File: config.mk
export PLATFORM = sky130hd
export DESIGN_NAME = alu_arbiter
export DESIGN_NICKNAME = d
export VERILOG_FILES = /design/src/rtl/alu_arb_pkg.sv /design/src/rtl/alu_arbiter_rr_pick.sv /design/src/rtl/alu_arbiter.sv
export SDC_FILE = /design/constraint.sdc
export NUM_CORES = 1
export LEC_CHECK = 0
export CAP_MARGIN = 10
export CORE_AREA = 5 5 86 167
export CTS_CLUSTER_DIAMETER = 120
export DETAILED_ROUTE_END_ITERATION = 8
export DIE_AREA = 0 0 91 172
export PLACE_DENSITY = 0.78
export REMOVE_ABC_BUFFERS = 1
export SYNTH_ARGS = -nofsm -noshare
export SYNTH_HDL_FRONTEND = slang
export SYNTH_SLANG_ARGS = --single-unit
File: constraint.sdc
create_clock -name clk -period 1.93 [get_ports clk]
set_input_delay 0.579 -clock clk [delete_from_list [all_inputs] [get_ports clk]]
set_output_delay 0.579 -clock clk [all_outputs]
set_load 0.005 [all_outputs]
File: src/rtl/alu_arb_pkg.sv
// ============================================================================
//  Module      : alu_arb_pkg
//  Description : Shared types and ALU operation codes for the ALU arbiter.
//  Revision    : 1.0 - initial release
// ============================================================================
`default_nettype none

package alu_arb_pkg;

    // Arbiter FSM states
    typedef enum logic [1:0] {
        IDLE = 2'd0,
        EXEC = 2'd1,
        RESP = 2'd2
    } arb_state_t;

    // ALU operation codes (passed through untouched by the arbiter)
    localparam logic [3:0] OP_AND  = 4'b0000;
    localparam logic [3:0] OP_OR   = 4'b0001;
    localparam logic [3:0] OP_ADD  = 4'b0010;
    localparam logic [3:0] OP_BEQ  = 4'b0011;
    localparam logic [3:0] OP_XOR  = 4'b0100;
    localparam logic [3:0] OP_BNE  = 4'b0101;
    localparam logic [3:0] OP_SUB  = 4'b0110;
    localparam logic [3:0] OP_BLT  = 4'b0111;
    localparam logic [3:0] OP_SRL  = 4'b1000;
    localparam logic [3:0] OP_SRA  = 4'b1001;
    localparam logic [3:0] OP_SLL  = 4'b1010;
    localparam logic [3:0] OP_BGE  = 4'b1011;
    localparam logic [3:0] OP_SLT  = 4'b1100;
    localparam logic [3:0] OP_SLTU = 4'b1101;
    localparam logic [3:0] OP_BLTU = 4'b1110;
    localparam logic [3:0] OP_BGEU = 4'b1111;

endpackage

`default_nettype wire

File: src/rtl/alu_arbiter_rr_pick.sv
// ============================================================================
//  Module      : rr_pick
//  Description : Combinational round-robin picker. Searches the request
//                vector upward from the pointer with wrap-around and returns
//                a one-hot grant, the winner index and an any-request flag.
//  Revision    : 1.0 - initial release
// ============================================================================
`default_nettype none

module rr_pick
    import alu_arb_pkg::*;
#(
    parameter int NUM_REQ = 2,
    parameter int IDX_W   = (NUM_REQ > 1) ? $clog2(NUM_REQ) : 1
) (
    input  logic [NUM_REQ-1:0] i_req,
    input  logic [IDX_W-1:0]   i_ptr,
    output logic [NUM_REQ-1:0] o_grant,
    output logic [IDX_W-1:0]   o_idx,
    output logic               o_any
);

    logic [IDX_W:0]   w_sum;
    logic [IDX_W-1:0] w_cand;

    // First set request at or after the pointer, modulo NUM_REQ
    always_comb begin
        o_grant = '0;
        o_idx   = '0;
        o_any   = 1'b0;
        w_sum   = '0;
        w_cand  = '0;
        for (int k = 0; k < NUM_REQ; k++) begin
            w_sum = {1'b0, i_ptr} + (IDX_W+1)'(k);
            if (w_sum >= (IDX_W+1)'(NUM_REQ)) begin
                w_sum = w_sum - (IDX_W+1)'(NUM_REQ);
            end
            w_cand = w_sum[IDX_W-1:0];
            if (!o_any && i_req[w_cand]) begin
                o_any           = 1'b1;
                o_idx           = w_cand;
                o_grant[w_cand] = 1'b1;
            end
        end
    end

endmodule

`default_nettype wire

File: src/rtl/alu_arbiter.sv
// ============================================================================
//  Module      : alu_arbiter
//  Description : Round-robin arbiter sharing one ALU between NUM_REQ
//                requesters. Registers op/operands to the ALU, captures the
//                combinational result and returns it over valid/ready.
//                Optional macro ALU_ARB_PERF_EN adds per-requester 16-bit
//                grant counters on o_grant_cnt.
//  Revision    : 1.0 - initial release
// ============================================================================
`default_nettype none

module alu_arbiter
    import alu_arb_pkg::*;
#(
    parameter int NUM_REQ = 2,
    parameter int DATA_W  = 32
) (
    input  logic                      clk,
    input  logic                      rst_n,
    input  logic [NUM_REQ-1:0]        i_req_valid,
    output logic [NUM_REQ-1:0]        o_req_ready,
    input  logic [NUM_REQ*4-1:0]      i_req_op,
    input  logic [NUM_REQ*DATA_W-1:0] i_req_a,
    input  logic [NUM_REQ*DATA_W-1:0] i_req_b,
    output logic [NUM_REQ-1:0]        o_rsp_valid,
    input  logic [NUM_REQ-1:0]        i_rsp_ready,
    output logic [DATA_W-1:0]         o_rsp_data,
    output logic [3:0]                o_alu_op,
    output logic [DATA_W-1:0]         o_alu_a,
    output logic [DATA_W-1:0]         o_alu_b,
    input  logic [DATA_W-1:0]         i_alu_result
`ifdef ALU_ARB_PERF_EN
    ,
    output logic [NUM_REQ*16-1:0]     o_grant_cnt
`endif
);

    localparam int c_IDX_W = (NUM_REQ > 1) ? $clog2(NUM_REQ) : 1;

    arb_state_t           r_state;
    arb_state_t           w_state_nxt;
    logic [c_IDX_W-1:0]   r_owner;
    logic [c_IDX_W-1:0]   r_rr_ptr;
    logic [3:0]           r_alu_op;
    logic [DATA_W-1:0]    r_alu_a;
    logic [DATA_W-1:0]    r_alu_b;
    logic [DATA_W-1:0]    r_rsp_data;

    logic [NUM_REQ-1:0]   w_grant;
    logic [c_IDX_W-1:0]   w_idx;
    logic                 w_any;
    logic                 w_accept;
    logic                 w_capture;
    logic                 w_rsp_done;
    logic [c_IDX_W-1:0]   w_ptr_nxt;
    logic [3:0]           w_sel_op;
    logic [DATA_W-1:0]    w_sel_a;
    logic [DATA_W-1:0]    w_sel_b;

    rr_pick #(
        .NUM_REQ (NUM_REQ),
        .IDX_W   (c_IDX_W)
    ) u_rr_pick (
        .i_req   (i_req_valid),
        .i_ptr   (r_rr_ptr),
        .o_grant (w_grant),
        .o_idx   (w_idx),
        .o_any   (w_any)
    );

    // Payload mux for the current winner
    always_comb begin
        w_sel_op = '0;
        w_sel_a  = '0;
        w_sel_b  = '0;
        for (int k = 0; k < NUM_REQ; k++) begin
            if (w_idx == c_IDX_W'(k)) begin
                w_sel_op = i_req_op[k*4 +: 4];
                w_sel_a  = i_req_a[k*DATA_W +: DATA_W];
                w_sel_b  = i_req_b[k*DATA_W +: DATA_W];
            end
        end
    end

    // Pointer moves just past the owner once its response is consumed
    assign w_ptr_nxt = (r_owner == c_IDX_W'(NUM_REQ-1)) ? '0 : r_owner + c_IDX_W'(1);

    // FSM state register
    always_ff @(posedge clk or negedge rst_n) begin
        if (!rst_n) begin
            r_state <= IDLE;
        end else begin
            r_state <= w_state_nxt;
        end
    end

    // Next-state and handshake outputs
    always_comb begin
        w_state_nxt = r_state;
        o_req_ready = '0;
        o_rsp_valid = '0;
        w_accept    = 1'b0;
        w_capture   = 1'b0;
        w_rsp_done  = 1'b0;
        case (r_state)
            IDLE: begin
                o_req_ready = w_grant;
                if (w_any) begin
                    w_accept    = 1'b1;
                    w_state_nxt = EXEC;
                end
            end
            EXEC: begin
                w_capture   = 1'b1;
                w_state_nxt = RESP;
            end
            RESP: begin
                o_rsp_valid[r_owner] = 1'b1;
                if (i_rsp_ready[r_owner]) begin
                    w_rsp_done  = 1'b1;
                    w_state_nxt = IDLE;
                end
            end
            default: w_state_nxt = IDLE;
        endcase
    end

    // ALU operand registers, owner, result capture and round-robin pointer
    always_ff @(posedge clk or negedge rst_n) begin
        if (!rst_n) begin
            r_owner    <= '0;
            r_rr_ptr   <= '0;
            r_alu_op   <= '0;
            r_alu_a    <= '0;
            r_alu_b    <= '0;
            r_rsp_data <= '0;
        end else begin
            if (w_accept) begin
                r_owner  <= w_idx;
                r_alu_op <= w_sel_op;
                r_alu_a  <= w_sel_a;
                r_alu_b  <= w_sel_b;
            end
            if (w_capture) begin
                r_rsp_data <= i_alu_result;
            end
            if (w_rsp_done) begin
                r_rr_ptr <= w_ptr_nxt;
            end
        end
    end

    assign o_alu_op   = r_alu_op;
    assign o_alu_a    = r_alu_a;
    assign o_alu_b    = r_alu_b;
    assign o_rsp_data = r_rsp_data;

`ifdef ALU_ARB_PERF_EN
    for (genvar g = 0; g < NUM_REQ; g++) begin : g_perf_cnt
        logic [15:0] r_cnt;
        // Count accepts for this requester, wrapping naturally at 16 bits
        always_ff @(posedge clk or negedge rst_n) begin
            if (!rst_n) begin
                r_cnt <= '0;
            end else if (w_accept && (w_idx == c_IDX_W'(g))) begin
                r_cnt <= r_cnt + 16'd1;
            end
        end
        assign o_grant_cnt[g*16 +: 16] = r_cnt;
    end
`else
    // Grant counters are not built in this configuration
`endif

endmodule

`default_nettype wire

# Yosys cells after proc, flatten, opt, wreduce, memory -nomap -nowiden
# Cells that the tools add are included.
# op_classes
eq_ne,4
bitwise,1
order_cmp,8
muxes,34
reduce_logical,7
n_addsub,4
# ops
operator,n
$mux W32,2
$mux W1,21
$mux W2,6
$lt A1 B2 Y1 const B,3
$pmux W2 S3,1
$logic_and A1 B1 Y1,4
$mux W4,1
$demux W1 S1,3
$ge A1 B1 Y1 const B,3
$add A1 B1 Y2 const B,1
$eq A2 B1 Y1 const B,1
$eq A2 B2 Y1 const B,1
$ge A1 B2 Y1 const B,1
$ge A2 B2 Y1 const B,1
$logic_not A2 Y1,1
$ne A2 B1 Y1 const B,1
$ne A2 B2 Y1 const B,1
$or A2 B2 Y2,1
$reduce_and A2 Y1,1
$sub A1 B1 Y1 const B,2
$add A1 B1 Y1 const B,1
$logic_not A1 Y1,1
# word_totals
input_bits,174
elab_cells,65
ff_bits,104

# Logic depth before layout (Yosys ltp)
# Gate-level depths: netlist (run 1).
# depth
depth_word,10
mapped_depth,7

# Cells and area by module
# Synthesis (run 1) repeated with hierarchy kept, for this count alone.
# unflattened
cells_unflattened,310
hier_area_um2,4837.1
# modules_own_cells
module,instances,cells_per_inst,area_per_inst_um2
alu_arbiter,1,305,4804.6
rr_pick,1,5,32.5

# Worst setup path after synthesis (run 1)
# Ideal clock, no wire load.
# synth_path
path_kind,input to output
from,input i_req_valid[0]
to,output o_req_ready[1]
arrival_time_ns,1.228
slack_ns,0.123
n_path_buf,3
stages,6
t_required_ns,1.351
cell_sequence,nand2b_1 > buf_2 > buf_4 > buf_4 > nand2_1 > nor2_1
# synth_between
elab_chain_cells,7
# synth_lines
element,line_no,source
from (decl),alu_arbiter.sv:20,"input logic [NUM_REQ-1:0] i_req_valid,"
$mux W1 (not written as such) (2 in series),alu_arbiter_rr_pick.sv:39,if (!o_any && i_req[w_cand]) begin
$mux W1,alu_arbiter_rr_pick.sv:39,
$logic_not A1 Y1,alu_arbiter_rr_pick.sv:39,
$logic_and A1 B1 Y1,alu_arbiter_rr_pick.sv:39,
$mux W2 *,alu_arbiter_rr_pick.sv:39,
$mux W2 *,alu_arbiter.sv:105,case (r_state)
to (decl),alu_arbiter.sv:21,"output logic [NUM_REQ-1:0] o_req_ready,"
# Mark *: on every way between the ends. The rest lies on a longest branch, timed or not. The select of a mux whose other input is x is not followed.

# Worst setup path in the final report (run 1)
# layout_path
from,register r_state[0]
to,output o_rsp_valid[0]
# layout_between
elab_chain_cells,2
# layout_lines
element,line_no,source
from (decl),alu_arbiter.sv:40,arb_state_t r_state;
from (signal assigned),alu_arbiter.sv:93,r_state <= w_state_nxt;
$eq A2 B2 Y1,alu_arbiter.sv:105,
$mux W2,alu_arbiter.sv:105,
to (decl),alu_arbiter.sv:25,"output logic [NUM_REQ-1:0] o_rsp_valid,"
# No other way between the ends.

==> results of run 1 <==
-- power breakdown --
part	leakage [nW]	internal (W)	total, W	switching, W
clock	0.137	0.000929	0.00180	0.000871
sequential	1.18	0.00330	0.00397	0.000664
combinational	1.86	0.00352	0.00606	0.00254
total	3.18	0.00775	0.0118	0.00408
-- flip-flops by register name, indices dropped and copies added, names as in the netlist --
name and flops:
o_alu_op 4, r_state 2, r_owner 1, r_rr_ptr 1, o_alu_a 32, o_rsp_data 32
o_alu_b 32
-- layout make-up --
class                           count  area (um^2)
Sequential cell                   104         2604
Timing Repair Buffer              304         3050
Clock inverter                      6        48.80
Multi-Input combinational cell    327         2038
Tap cell                          152        190.2
Clock buffer                       10        239.0
Fill cell                        1090         4735
Antenna cell                        1        2.502
Inverter                            3        11.26
-- layout by cell type, fill, tap and decap left out, types with 5 or more instances in the layout --
cell	netlist	final
mux2_2	32	32
buf_12	0	8
buf_4	8	19
dfrtp_1	104	103
a21oi_2	20	21
o21ai_0	66	66
o21ai_1	7	7
buf_2	23	5
a21oi_1	50	49
clkdlybuf4s50_1	0	270
clkbuf_16	0	9
a31oi_1	69	69
nand3_1	68	68
-- per-stage QoR --
stage	TNS, ns	setup slack, ns	util [%]
final	0	0.007790	63.35
after global routing	-0.07477	-0.03946	63.35
after CTS	0	0.001983	63.30
after detailed placement	-21.76	-0.5016	60.74
after global placement	-16.43	-0.4502	60.74
after floorplan	-36.76	-1.002	-
-- timing repair --
item / 4_1_cts / 5_1_grt
gates resized for setup: 19 / 5
setup buffers: 6 / 0
pin swaps: 2 / 1
setup endpoints to repair: 4 / 57
-- critical path, delay by kind of cell (launching register included) --
family,cells,cell delay [ns]
simple gates,2,0.22
buf+inv,3,0.41
flops,1,0.38
-- metal layers --
layer / part of all wire (%) / wire [um] / vias to the layer above
met5: 0 / 0 / -
met4: 4.9 / 930 / 0
met3: 5.9 / 1121 / 52
met2: 54 / 10340 / 253
met1: 35 / 6601 / 2442
li1: - / - / 2330
-- cell families after synthesis --
logic type,count (synthesis),synth area share [%]
compound gates,212,24.83
buf+inv,59,6.302
flops,104,52.86
mux,32,7.319
simple gates,83,8.692
-- worst paths after layout --
check	cells after the start	endpoint	slack, ns	startpoint
hold / removal	2	o_rsp_data[14]	0.29	rst_n
setup reg to reg	6	o_alu_a[23]	0.13	r_state[1]
max in group asynchronous	2	o_alu_b[12]	1.20	rst_n
setup / recovery	5	o_rsp_valid[0]	0.008	r_state[0]
min in group clk	1	o_rsp_data[9]	0.50	o_rsp_data[9]
hold reg to reg	1	o_rsp_data[9]	0.50	o_rsp_data[9]
==> impl_metrics.env, run 1 <==
export IMPL_status="complete, no violations"
export IMPL_final_nets=923
export IMPL_die_h_um=172
export IMPL_setup_violations=0
export IMPL_worstHoldPathType="primary input to async pin"
export IMPL_h_tree_depth=3
export IMPL_hold_viol=0
export IMPL_drtAntennaViolNets=0
export IMPL_rsz0062_at_grt="yes"
export IMPL_insertion_delay_ns=0.35
export IMPL_post_synth_top_count_cell="dfrtp_1"
export IMPL_synth_cell_area_um2=4923
export IMPL_dieArea_um2=15650
export IMPL_grt_total_usage_pct=23.02
export IMPL_drt_iter0_markers=212
export IMPL_fmax_ghz=0.5202
export IMPL_synth_edff_count=0
export IMPL_netlist_top_cells_count="dfrtp_1 (104), a31oi_1 (69), nand3_1 (68)"
export IMPL_totalWireLength_um=19000
export IMPL_power_density_nw_per_um2=1445
export IMPL_grt_pass1_vias=5335
export IMPL_crit_path_frequent_cell="buf_4"
export IMPL_grt_util_met3_pct=4.963
export IMPL_final_area_um2=8184
export IMPL_vdd_ir_drop_max_v=0.001143
export IMPL_grt_pass1_wl_um=28790
export IMPL_antenna_found_initial=1
export IMPL_cp_end_kind="output port"
export IMPL_max_cap_viol_count=0
export IMPL_design_core_area_um2=12920
export IMPL_required_ns=1.35
export IMPL_start_util_pct=38.11
export IMPL_synth_area_leaders="dfrtp_1 (53%), a31oi_1 (8.8%), mux2_2 (7.3%)"
export IMPL_use_met2_pct=41.39
export IMPL_yosysSeqAreaShare_pct=52.86
export IMPL_dpl_cell_area_um2=7846
export IMPL_syn_area_per_cell_um2=10.05
export IMPL_top_usage_layer="met2"
export IMPL_p_leak_nw=3.181
export IMPL_route_vias_total=5077
export IMPL_numClockSinks=104
export IMPL_postCtsHoldBufs=0
export IMPL_grt_util_met1_pct=25.01
export IMPL_async_reset_ff_share_pct=100.0
export IMPL_cts_root_buf="clkbuf_16"
export IMPL_power_w=0.01183
export IMPL_wire_per_inst_um=20.95
export IMPL_areaGrowthSynthToFinish_pct=66.23
export IMPL_via_per_inst=5.598
export IMPL_tightest_slew_ns=0.7502
export IMPL_synth_ff_type="dfrtp_1"
export IMPL_clockBufferDepth=2
export IMPL_grt_max_degree=105
export IMPL_place_hpwl_um=13670
export IMPL_arrival_ns=1.34
export IMPL_critPathKind="flip-flop to output port"
export IMPL_start_kind="flip-flop"
export IMPL_slew_headroom_pct=49.99
export IMPL_synth_warnings=0
export IMPL_cts_tree="yes"
export IMPL_drc_errors=0
export IMPL_gp_congestion=0.9136
export IMPL_place_port_buffers=277
export IMPL_crit_fanout=3
export IMPL_pin_count=278
export IMPL_synth_cells=490
export IMPL_finalCriticalPeriod_ns=1.922
export IMPL_yosys_cell_types_count=23
export IMPL_die_width_um=91
export IMPL_cts_made_buffers=9
export IMPL_yosysTopAreaCellShare_pct=52.86
export IMPL_grt_ovfl_total=0
export IMPL_hold_ws_ns=0.2861
export IMPL_layout_drive_gt1_share_pct=15.12
export IMPL_firstDrtPassIters=4
export IMPL_crit_path_cell_trace="buf_4 > buf_4 > nand2b_4 > nor2_2 > buf_2"
export IMPL_synth_seq_cells=104
export IMPL_core_rowCount=59
export IMPL_clock_skew_ns=0.01148
export IMPL_drv_slew=0
export IMPL_layout_worst_path_cycle_share_pct=99.60
export IMPL_dp_cells=884
export IMPL_yosys_area_top_type="dfrtp_1"
export IMPL_clk_pin_slew_ns=0.08
export IMPL_slowest_stage="dfrtp_1"
export IMPL_cpPeakStageDelay_ns=0.38
export IMPL_stdcell_count=907
Power figures use the tool's default switching activity.
==> run 2: changes to the inputs <==
--- a/config.mk
+++ b/config.mk
@@ -5,6 +5,7 @@
 export SDC_FILE = /design/constraint.sdc
 export NUM_CORES = 1
 export LEC_CHECK = 0
+export ABC_CLOCK_PERIOD_IN_PS = 1930
 export CAP_MARGIN = 10
 export CORE_AREA = 5 5 86 167
 export CTS_CLUSTER_DIAMETER = 120
==> results of run 2 <==
Same layout as run 1: the final DEF is identical, and so are final timing and power.
